## config.mk

```make
export PLATFORM = sky130hd
export DESIGN_NAME = ex_mem_pipe
export DESIGN_NICKNAME = d
export VERILOG_FILES = /design/src/rtl/ex_mem_pipe_pkg.sv /design/src/rtl/ex_mem_slot.sv /design/src/rtl/ex_mem_pipe.sv
export SDC_FILE = /design/constraint.sdc
export NUM_CORES = 1
export LEC_CHECK = 0
export ABC_CLOCK_PERIOD_IN_PS = 2000
export BUFFER_PORTS_ARGS = -buffer_cell sky130_fd_sc_hd__buf_2
export CAP_MARGIN = 20
export CELL_PAD_IN_SITES_DETAIL_PLACEMENT = 0
export CELL_PAD_IN_SITES_GLOBAL_PLACEMENT = 2
export CORE_ASPECT_RATIO = 1.1
export CORE_MARGIN = 1.5
export CORE_UTILIZATION = 36
export DETAILED_ROUTE_END_ITERATION = 10
export HOLD_SLACK_MARGIN = 0.05
export PLACE_DENSITY = 0.87
export SLEW_MARGIN = 20
export SYNTH_ARGS = -nofsm -noshare
export SYNTH_HDL_FRONTEND = slang
export SYNTH_SLANG_ARGS = --single-unit
```

## constraint.sdc

```tcl
create_clock -name clk_i -period 2 [get_ports clk_i]
set_input_delay 0.4 -clock clk_i [delete_from_list [all_inputs] [get_ports clk_i]]
set_output_delay 0.4 -clock clk_i [all_outputs]
set_load 0.1 [all_outputs]
```

## src/rtl/ex_mem_pipe_pkg.sv

```systemverilog
// Shared definitions for the EX/MEM pipeline stage: control-bit positions,
// payload sizing and the occupancy state encoding.
package ex_mem_pipe_pkg;

    // Bit positions inside the 4-bit control bundle {RegWrite, MemRead, MemWrite, Branch}
    localparam int CTRL_REGWRITE = 3;
    localparam int CTRL_MEMREAD  = 2;
    localparam int CTRL_MEMWRITE = 1;
    localparam int CTRL_BRANCH   = 0;

    localparam int DATA_W_DEF     = 32;
    localparam int REG_ADDR_W_DEF = 5;

    // Bundled fields: result, target, store data, dest reg, zero flag, 4 control bits
    localparam int PAYLOAD_W = DATA_W_DEF * 3 + REG_ADDR_W_DEF + 5;

    function automatic int payload_w(input int data_w, input int reg_addr_w);
        return data_w * 3 + reg_addr_w + 5;
    endfunction

    // Encoded as {skid_valid, main_valid}; 2'b10 cannot occur
    typedef enum logic [1:0] {
        ST_EMPTY = 2'b00,
        ST_ONE   = 2'b01,
        ST_FULL  = 2'b11
    } state_e;

endpackage

```

## src/rtl/ex_mem_slot.sv

```systemverilog
// Single payload register with load enable. Used twice by ex_mem_pipe,
// once as the main (output-facing) entry and once as the skid entry.
module ex_mem_slot #(
    parameter int W = ex_mem_pipe_pkg::PAYLOAD_W
) (
    input  logic         clk_i,
    input  logic         rst_i,
    input  logic         load,
    input  logic [W-1:0] d,
    output logic [W-1:0] q
);

    // Capture the payload on load, hold otherwise
    always_ff @(posedge clk_i or negedge rst_i) begin
        // NOTE: the data register is reset because its value is visible on the
        // stage outputs straight after reset; non-blocking keeps edge semantics.
        if (!rst_i) begin
            q <= '0;
        end else if (load) begin
            q <= d;
        end
    end

endmodule

```

## src/rtl/ex_mem_pipe.sv

```systemverilog
// EX/MEM pipeline stage with a 2-entry skid buffer (main + skid) so that
// in_ready_o is a flop and never depends combinationally on out_ready_i.
// Optional build macro EXMEM_PERF_EN adds a saturating stall counter.
module ex_mem_pipe
    import ex_mem_pipe_pkg::*;
#(
    parameter int DATA_W     = 32,
    parameter int REG_ADDR_W = 5
) (
    input  logic                  clk_i,
    input  logic                  rst_i,
    input  logic                  flush_i,
    input  logic                  in_valid_i,
    output logic                  in_ready_o,
    input  logic [DATA_W-1:0]     alu_result_i,
    input  logic                  alu_zero_i,
    input  logic [REG_ADDR_W-1:0] wr_reg_i,
    input  logic [3:0]            ctrl_i,
    input  logic [DATA_W-1:0]     branch_tgt_i,
    input  logic [DATA_W-1:0]     wdata_i,
    output logic                  out_valid_o,
    input  logic                  out_ready_i,
    output logic [DATA_W-1:0]     alu_result_o,
    output logic                  alu_zero_o,
    output logic [REG_ADDR_W-1:0] wr_reg_o,
    output logic [3:0]            ctrl_o,
    output logic [DATA_W-1:0]     branch_tgt_o,
    output logic [DATA_W-1:0]     wdata_o,
`ifdef EXMEM_PERF_EN
    output logic [31:0]           stall_cnt_o,
`endif
    output logic                  branch_taken_o
);

    localparam int PW = payload_w(DATA_W, REG_ADDR_W);

    state_e          state_q;
    logic            in_ready_q;
    logic            in_xfer;
    logic            out_xfer;
    logic            main_load;
    logic            skid_load;
    logic [PW-1:0]   in_payload;
    logic [PW-1:0]   main_d;
    logic [PW-1:0]   main_q;
    logic [PW-1:0]   skid_q;

    assign in_payload  = {alu_result_i, alu_zero_i, wr_reg_i, ctrl_i, branch_tgt_i, wdata_i};
    assign out_valid_o = state_q[0];
    assign in_ready_o  = in_ready_q;
    assign in_xfer     = in_valid_i & in_ready_q;
    assign out_xfer    = out_valid_o & out_ready_i;

    // Decide which slot loads this cycle; flush suppresses all loads so the
    // data registers keep their old contents
    always_comb begin
        // NOTE: every output gets a default first so no latch is inferred.
        main_load = 1'b0;
        skid_load = 1'b0;
        main_d    = in_payload;
        if (!flush_i) begin
            case (state_q)
                ST_EMPTY: main_load = in_xfer;
                ST_ONE: begin
                    if (in_xfer && out_xfer) begin
                        main_load = 1'b1;
                    end else if (in_xfer) begin
                        skid_load = 1'b1;
                    end
                end
                ST_FULL: begin
                    main_load = out_xfer;
                    main_d    = skid_q;
                end
                default: ;
            endcase
        end
    end

    // Occupancy state and the registered ready (complement of next skid_valid)
    always_ff @(posedge clk_i or negedge rst_i) begin
        if (!rst_i) begin
            state_q    <= ST_EMPTY;
            in_ready_q <= 1'b1;
        end else if (flush_i) begin
            state_q    <= ST_EMPTY;
            in_ready_q <= 1'b1;
        end else begin
            case (state_q)
                ST_EMPTY: begin
                    if (in_xfer) state_q <= ST_ONE;
                end
                ST_ONE: begin
                    if (in_xfer && !out_xfer) begin
                        state_q    <= ST_FULL;
                        in_ready_q <= 1'b0;
                    end else if (!in_xfer && out_xfer) begin
                        state_q <= ST_EMPTY;
                    end
                end
                ST_FULL: begin
                    if (out_xfer) begin
                        state_q    <= ST_ONE;
                        in_ready_q <= 1'b1;
                    end
                end
                default: begin
                    state_q    <= ST_EMPTY;
                    in_ready_q <= 1'b1;
                end
            endcase
        end
    end

    ex_mem_slot #(.W(PW)) u_main (
        .clk_i (clk_i),
        .rst_i (rst_i),
        .load  (main_load),
        .d     (main_d),
        .q     (main_q)
    );

    ex_mem_slot #(.W(PW)) u_skid (
        .clk_i (clk_i),
        .rst_i (rst_i),
        .load  (skid_load),
        .d     (in_payload),
        .q     (skid_q)
    );

    assign {alu_result_o, alu_zero_o, wr_reg_o, ctrl_o, branch_tgt_o, wdata_o} = main_q;

    assign branch_taken_o = out_valid_o & ctrl_o[CTRL_BRANCH] & alu_zero_o;

`ifdef EXMEM_PERF_EN
    // Count cycles where MEM back-pressures a valid entry; saturates, ignores flush
    always_ff @(posedge clk_i or negedge rst_i) begin
        if (!rst_i) begin
            stall_cnt_o <= '0;
        end else if (out_valid_o && !out_ready_i && stall_cnt_o != 32'hFFFF_FFFF) begin
            stall_cnt_o <= stall_cnt_o + 32'd1;
        end
    end
`endif

endmodule

```

==> results of run 1 <==
[how the worst max path moves through the flow]
stage / start / to / slack (ps)
floorplan: state_q[0] / u_main.q[64] / -40
global placement: state_q[0] / state_q[0] / 180
detailed placement: state_q[0] / u_skid.q[18] / 150
CTS: state_q[0] / branch_taken_o / 20
global route: state_q[0] / u_main.q[10] / 30
finish: state_q[0] / branch_taken_o / 130
[logic make-up after synthesis]
| family | share of synthesized area (%) |
|---|---|
| compound gates | 13.32 |
| xor+xnor | 0.09333 |
| fa+ha+maj | 0.5332 |
| buf+inv | 3.692 |
| flops | 57.33 |
| mux | 24.26 |
| simple gates | 0.7731 |
[worst reg2reg max path, stage by stage (launching register included)]
cell and delay (ps):
dfrtp_4 510, ha_1 230, nor2b_1 170, nand4_4 140
buf_12 270, mux2_2 420
[layout make-up]
type                    instances  area [sq um]  share of cell area (%)
diodes                          4         10.01                 0.08275
clock buffers                  33         663.1                   5.482
clock inverters                 9         127.6                   1.055
inverters                       2         7.507                 0.06206
multi-input cells             452          3691                   30.51
flip-flops and latches        215          5385                   44.52
well taps                     346         432.9                   3.579
repair buffers                261          1779                   14.71
[sequential cells by signal (all words and copies together), names as in the netlist]
name and cells:
u_main.q 106, u_skid.q 106, state_q 2, in_ready_o 1
[cell usage after synthesis (all sizes together)]
master / n
dfrtp: 214
a21oi: 108
mux2: 108
a31oi: 107
mux2i: 106
buf: 42
clkbuf: 27
ha: 4
nand2: 3
nor2: 3
inv: 2
nor2b: 2
a21boi: 1
a22oi: 1
a2bb2oi: 1
and3: 1
dfstp: 1
nand3: 1
nand4: 1
nor3b: 1
o21ai: 1
o21bai: 1
or2: 1
xnor2: 1
[repair_timing]
item / in CTS / in global routing
endpoints found under the hold margin: 42 / 0
setup endpoints to repair: 1 / 1
hold buffers: 1 / 0
gates resized for setup: 1 / 1
[through the flow]
stage | hold WS [ps] | TNS [ps] | util [%] | setup slack [ps]
floorplan | 104.4 | -2130 | - | -43.21
global placement | 350.6 | 0 | 44.39 | 182.7
detailed placement | 353.9 | 0 | 44.39 | 152.4
CTS | 109.0 | 0 | 47.55 | 21.71
global route | 113.4 | 0 | 47.57 | 33.09
finish | 126.8 | 0 | 47.60 | 125.1
[metal layers]
| metal | global-route usage [%] | vias to the layer above | part of all wire [%] |
|---|---|---|---|
| li1 | - | 3202 | - |
| met3 | 5.589 | 38 | 8.4 |
| met4 | 5.135 | 2 | 2.4 |
| met2 | 25.64 | 187 | 45 |
| met5 | 0 | - | 0.055 |
| met1 | 21.01 | 3266 | 44 |
==> flow_summary.toml, run 1 <==
[run_status]
outcome = "complete, no violations"

[cts]
cts_tree = "yes"
cts_max_level = 1
clk_path_buf_depth = 3
clk_latency_ps = 520
clk_pin_slew_ps = 60
numClockSinks = 215
numCtsBuffers = 23
postCtsSetupRepairBufs = 0
clockRootBuffer = "clkbuf_16"

[logic_synthesis]
seq_area_frac_synth_pct = 57.33
ys_warn_count = 0
ys_ff_latch = 215
ys_types = 26
synth_area_per_cell_sq_um = 12.72
synth_top_area_cell = "dfrtp_1"
synth_top_area_share_pct = 57.05
synth_cells = 738
synthesis.area_sq_um = 9387
yosys-top-cells-area = "dfrtp_1, mux2_2, mux2i_1"
syn_nets = 853

[setup_path]
reg2reg_slack_ps = 150
r2r-start = "state_q[0]"
crit_slowest_cell = "dfrtp_4"
start_kind = "flip-flop"
cp.depth = 2
critPathMaxFanout = 7
crit_arrival_ps = 1470
r2r_end = "u_skid.q[79]"
crit_buf_inv = 1
required_ps = 1600
r2r_cells = 5
endpoint_kind = "primary output"
critPathTopFamily = "flip-flops"
critPathKind = "flip-flop to primary output"
path_cells = "and3_2 > clkbuf_4"
max_stage_delay_ps = 510

[routing]
drc = 0
dr_total_vias = 6695
dr.first_iter.drc_count = 381
wl_per_cell_microns = 16.65
dr.pass1.iters = 4
ant_nets = 0
via_per_inst = 5.064
drt_wl_total_microns = 22020

[floorplanning]
start_util_pct = 36.93
rows = 61
dieArea_sq_um = 27050
die_h_microns = 172.4
core_sq_um = 25420
io-pin-count = 220
die_w_microns = 157.0

[timing]
tightest_slew_ps = 539.4
hold_viol_final = 0
skew_ps = 13.95
slew_viol_final = 0
rsz0062_at_grt = "no"
setup_viol = 0
min_period_over_period_pct = 93.74
relSlewSlack_pct = 64.29
min_period_ps = 1875
timing.fmax_mhz = 533.4

[layout]
layout_common_cells = "buf_2, dfrtp_1, a21oi_1, mux2_2, a31oi_1"
final_area_sq_um = 12100
fill_cells = 2344
stdcell_count = 1322
fin_nets = 1070
layout_commonest_cell = "buf_2"
area_growth_pct = 28.87
drive_gt1_share_pct = 42.49

[global_routing]
grt_pass1_wl_microns = 35090
grt_pass1_vias = 6636
gr-total-overflow = 0
grt_max_degree = 93
antenna_found_initial = 4
grt.total_usage_pct = 16.27

[job]
cap_violations = 0

[placed_design]
gp_congestion = 0.7581
placed_area_sq_um = 11280
dp_hpwl_microns = 14940
portBuffers = 219
place_inst = 1275

[min_path]
hp-start = "alu_result_i[2]"
hold_class = "input pin to flip-flop"
whs_path_depth = 2
whs_endpoint = "u_skid.q[76]"
Power of run 1 is left out: the tool's default activity adds up to more than one toggle a clock period on the data nets, which glitch-free logic cannot reach.
==> inputs of run 2 (changes only) <==
--- a/config.mk
+++ b/config.mk
@@ -8,7 +8,7 @@
 export ABC_CLOCK_PERIOD_IN_PS = 2000
 export BUFFER_PORTS_ARGS = -buffer_cell sky130_fd_sc_hd__buf_2
 export CAP_MARGIN = 20
-export CELL_PAD_IN_SITES_DETAIL_PLACEMENT = 0
+export CELL_PAD_IN_SITES_DETAIL_PLACEMENT = 1
 export CELL_PAD_IN_SITES_GLOBAL_PLACEMENT = 2
 export CORE_ASPECT_RATIO = 1.1
 export CORE_MARGIN = 1.5
==> run 2 against run 1 <==
Effect of this change: cell count is 0.30% higher; final area is 1.2% higher; register-to-register slack hardly changed; routed wire length is 12% higher; utilization is 0.58 points higher; fmax is 0.34% higher; hold slack better by 5.4 ps; clock skew is 1.8 ps higher; critical path depth stayed put; critical endpoint unchanged.
==> flow_summary.toml, run 2 (synthesis gave the netlist of run 1 again) <==
[run_status]
outcome = "complete, no violations"

[timing]
min_period_over_period_pct = 93.43
skew_ps = 15.76
min_period_ps = 1869
relSlewSlack_pct = 63.50
timing.fmax_mhz = 535.2
tightest_slew_ps = 551.2
slew_viol_final = 0
rsz0062_at_grt = "no"
hold_viol_final = 0
setup_viol = 0

[layout]
layout_commonest_cell = "buf_2"
multi_input_area_sq_um = 3694
layout_common_cells = "buf_2, dfrtp_1, a21oi_1, mux2_2, a31oi_1"
area_growth_pct = 30.44
seqCellArea_sq_um = 5385
stdcell_count = 1326
fill_cells = 2705
drive_gt1_share_pct = 43.06
fin_nets = 1071
final_area_sq_um = 12240
top_regs = "u_main.q: 106 flops, u_skid.q: 106 flops, state_q: 2 flops"

[placed_design]
gp_congestion = 0.7581
place_inst = 1275
portBuffers = 219
placed_area_sq_um = 11280
dp_hpwl_microns = 16520

[min_path]
whs_path_depth = 2
hp-start = "branch_tgt_i[5]"
hold_class = "input pin to flip-flop"

[floorplanning]
core_sq_um = 25420
rows = 61
start_util_pct = 36.93
die_w_microns = 157.0
dieArea_sq_um = 27050
die_h_microns = 172.4
io-pin-count = 220

[routing]
drt_wl_total_microns = 24610
dr.pass1.iters = 4
via_per_inst = 5.183
wl_per_cell_microns = 18.56
ant_nets = 0
dr.first_iter.drc_count = 338
dr_total_vias = 6873
drc = 0

[global_routing]
grtUsageMet3_pct = 5.639
grt.total_usage_pct = 18.25
top_usage_layer = "met2"
grt.met2_usage_pct = 30.32
antenna_found_initial = 8
grt_pass1_vias = 7293
groute.layer.met1.usage_pct = 22.66
grt_max_degree = 93
gr-total-overflow = 0
grt_pass1_wl_microns = 39150

[setup_path]
start_kind = "flip-flop"
max_stage_delay_ps = 500
required_ps = 1600
crit_slowest_cell = "dfrtp_4"
path_cells = "and3_2 > clkbuf_4"
endpoint_kind = "primary output"
critPathKind = "flip-flop to primary output"
critPathMaxFanout = 7
r2r_cells = 6
r2r-start = "state_q[1]"
startpoint = "state_q[0]"
crit_arrival_ps = 1470

[cts]
numClockSinks = 215
clk_pin_slew_ps = 60
clk_latency_ps = 520
cts_max_level = 1
numCtsBuffers = 24
cts_tree = "yes"
postCtsSetupRepairBufs = 0
clk_path_buf_depth = 3
clockRootBuffer = "clkbuf_16"

[job]
cap_violations = 0
run 2: cell types whose count changed in the layout (fill, tap and decap cells not counted), sizes merged:
cell	before	now
bufinv	3	7
clkbuf	34	31
clkinv	5	6
diode	4	7
inv	3	2
run 2: worst paths after layout:
check / to / slack [ps]
hold reg to reg: u_skid.q[2] / 500
hold / removal: u_skid.q[37] / 130
setup reg to reg: u_skid.q[79] / 140
setup / recovery: branch_taken_o / 130
min in group asynchronous: u_skid.q[88] / 390
max in group asynchronous: u_skid.q[103] / 940
run 2: per-stage QoR:
step                hold WS [ps]  util, %  setup WS (ps)  TNS (ps)
finish                     132.3    48.18          131.5         0
global route               115.3    48.15          45.10         0
CTS                        104.8    48.09          7.696         0
detailed placement         360.1    44.39          139.5         0
global placement           350.6    44.39          182.7         0
floorplan                  104.4        -         -43.21     -2130
run 2: timing repair:
item,CTS,global route
hold buffers,1,0
hold endpoints to repair,42,0
gates resized for setup,1,2
setup endpoints to repair,1,2
run 2: final cells by class:
| type | count | area share [%] |
|---|---|---|
| inverters | 2 | 0.06131 |
| clock buffers | 30 | 5.590 |
| diodes | 7 | 0.1431 |
| flip-flops and latches | 215 | 43.98 |
| well taps | 346 | 3.536 |
| repair buffers | 261 | 14.53 |
| clock inverters | 13 | 1.993 |
| multi-input cells | 452 | 30.17 |
run 2: per-layer routing:
layer,share of wire [%],up-vias
met1,43,3460
met3,6.9,41
met4,2.4,4
met2,48,171
li1,-,3197
met5,0.10,-
run 2: critical path: cells and delay by family, from the launching register on:
kind                   cells  cell delay (ps)
DFF                        1              500
buffers and inverters      1              280
and+or+nand+nor            1              180
Power of run 2 is left out for the same reason.
==> inputs of run 3 (changes only) <==
--- a/config.mk
+++ b/config.mk
@@ -5,6 +5,7 @@
 export SDC_FILE = /design/constraint.sdc
 export NUM_CORES = 1
 export LEC_CHECK = 0
+export ABC_AREA = 1
 export ABC_CLOCK_PERIOD_IN_PS = 2000
 export BUFFER_PORTS_ARGS = -buffer_cell sky130_fd_sc_hd__buf_2
 export CAP_MARGIN = 20
@@ -12,10 +13,10 @@
 export CELL_PAD_IN_SITES_GLOBAL_PLACEMENT = 2
 export CORE_ASPECT_RATIO = 1.1
 export CORE_MARGIN = 1.5
-export CORE_UTILIZATION = 36
+export CORE_UTILIZATION = 31
 export DETAILED_ROUTE_END_ITERATION = 10
 export HOLD_SLACK_MARGIN = 0.05
-export PLACE_DENSITY = 0.87
+export PLACE_DENSITY = 0.85
 export SLEW_MARGIN = 20
 export SYNTH_ARGS = -nofsm -noshare
 export SYNTH_HDL_FRONTEND = slang
==> run 3 against run 2 <==
Effect of this change: via count up 22%; area after synthesis is 3.4% higher; utilization fell by 8.8 points; register-to-register slack gained 20 ps; first-iteration DRC count up 18%; die area up 20%; non-clock buffer count down 21; critical path type unchanged.
==> flow_summary.toml, run 3 <==
[run_status]
outcome = "complete, no violations"

[timing]
min_period_over_period_pct = 96.19
min_period_ps = 1924
skew_ps = 12.79
setup_viol = 0
setup-tns-final_ps = 0
rsz0062_at_grt = "no"
setup_ws_ps = 76.11
hold_viol_final = 0
relSlewSlack_pct = 61.80
tightest_slew_ps = 576.9
timing.fmax_mhz = 519.8
slew_viol_final = 0

[setup_path]
critPathKind = "flip-flop to primary output"
critPathMaxFanout = 3
endpoint_kind = "primary output"
crit_arrival_ps = 1520
r2r_cells = 8
start_kind = "flip-flop"
required_ps = 1600

[logic_synthesis]
synth_top_area_cell = "dfrtp_1"
synth_area_per_cell_sq_um = 8.128
ys_warn_count = 0
synthTopCellsByCount = "nand2_1, dfrtp_1, o21ai_0, inv_1, nand3_1"
synth_edf_count = 0
syn_nets = 1309
synthesis.area_sq_um = 9704
yosysMostFrequentCell = "nand2_1"
yosys-top-cells-area = "dfrtp_1, nand2_1, o21ai_0"
async_flop_share_pct = 100.0
synth_cells = 1194
ys_ff_latch = 215
seq_area_frac_synth_pct = 55.45
ys.flop_type = "dfrtp_1"
ys_types = 22
synth_top_area_share_pct = 55.18

[cts]
clk_path_buf_depth = 3
clockRootBuffer = "clkbuf_16"
cts_max_level = 1
clk_pin_slew_ps = 60
numClockSinks = 215
numCtsBuffers = 25
clk_latency_ps = 520
cts_tree = "yes"

[routing]
via_per_inst = 4.633
dr_total_vias = 8409
drc = 0
drt_wl_total_microns = 28160
dr.pass1.iters = 4
wl_per_cell_microns = 15.51
dr.first_iter.drc_count = 399
ant_nets = 0

[job]
cap_violations = 0

[global_routing]
grt_max_degree = 127
gr-total-overflow = 0
antenna_found_initial = 6
grt.total_usage_pct = 17.72
grt_pass1_wl_microns = 45920
grt_pass1_vias = 8708

[floorplanning]
start_util_pct = 31.72
io-pin-count = 220
rows = 67
die_w_microns = 171.7
dieArea_sq_um = 32380
core_sq_um = 30600
die_h_microns = 188.6

[placed_design]
place_inst = 1769
gp_congestion = 0.7731
pre_cts_slack_ps = 206.9
dp_hpwl_microns = 18480
portBuffers = 219

[min_path]
whs_path_depth = 3
hold_class = "input pin to flip-flop"

[layout]
layout_common_cells = "nand2_1, buf_2, dfrtp_1, o21ai_0, inv_1"
area_growth_pct = 24.06
stdcell_count = 1815
fin_nets = 1498
top_regs = "u_main.q: 106 flops, u_skid.q: 106 flops, state_q: 2 flops"
drive_gt1_share_pct = 20.96
layout_commonest_cell = "nand2_1"
fill_cells = 3754
==> run 3: cell types whose count changed after synthesis, sizes merged, moves of 34 or more <==
cell,change
a31oi,-107
inv,+115
nand2,+412
mux2i,-106
nand3,+110
mux2,-108
o21ai,+183
nor2,+34
a21oi,-77
==> run 3: worst paths after layout <==
path | startpoint | endpoint | slack (ps)
max in group asynchronous | rst_i | u_skid.q[43] | 920
setup reg to reg | state_q[1] | u_skid.q[14] | 160
hold / removal | wr_reg_i[0] | u_skid.q[68] | 140
min in group asynchronous | rst_i | u_skid.q[8] | 360
hold reg to reg | u_main.q[78] | u_main.q[78] | 460
setup / recovery | u_main.q[64] | branch_taken_o | 80
==> run 3: stage by stage <==
step	utilization (%)	hold slack [ps]	cell area, sq um
after global placement	36.72	310.9	11240
after global routing	39.34	140.0	12040
final	39.35	142.4	12040
after floorplan	-	104.4	9707
after CTS	39.32	118.6	12030
after detailed placement	36.72	315.9	11240
==> run 3: metal layers <==
metal  routed length, microns  GRT usage (%)  part of all wire, %
met1                    12340          22.77                   44
met2                    13690          30.38                   49
met3                     1595          3.655                  5.7
met4                      506          4.082                  1.8
met5                       26              0                0.092
==> run 3: kinds of logic after synthesis <==
logic type	share of synthesized area (%)
and+or+nand+nor	23.59
AOI/OAI and AO/OA	11.09
DFF	55.45
buffers and inverters	9.348
adders and majority gates	0.5158
==> run 3: timing repair <==
item                                   4_1_cts  5_1_grt
endpoints found under the hold margin       33        0
setup endpoints to repair                    1        0
hold buffers                                 1        0
buffers inserted                             0        0
gates resized for setup                      1        0
==> run 3: layout make-up <==
class	count	area [sq um]	area share, %
antenna	3	7.507	0.06236
sequential	215	5383	44.71
inverter	117	441.7	3.669
clock inverter	7	60.06	0.4989
multi-input combinational	784	3437	28.55
tap	414	518.0	4.303
clock buffer	35	723.2	6.007
timing repair buffer	240	1469	12.20
==> run 3: critical path, cell delays in order (launching register included) <==
cell	delay, ps
dfrtp_1	450
and3_2	260
buf_4	300
Power of run 3 is left out for the same reason.
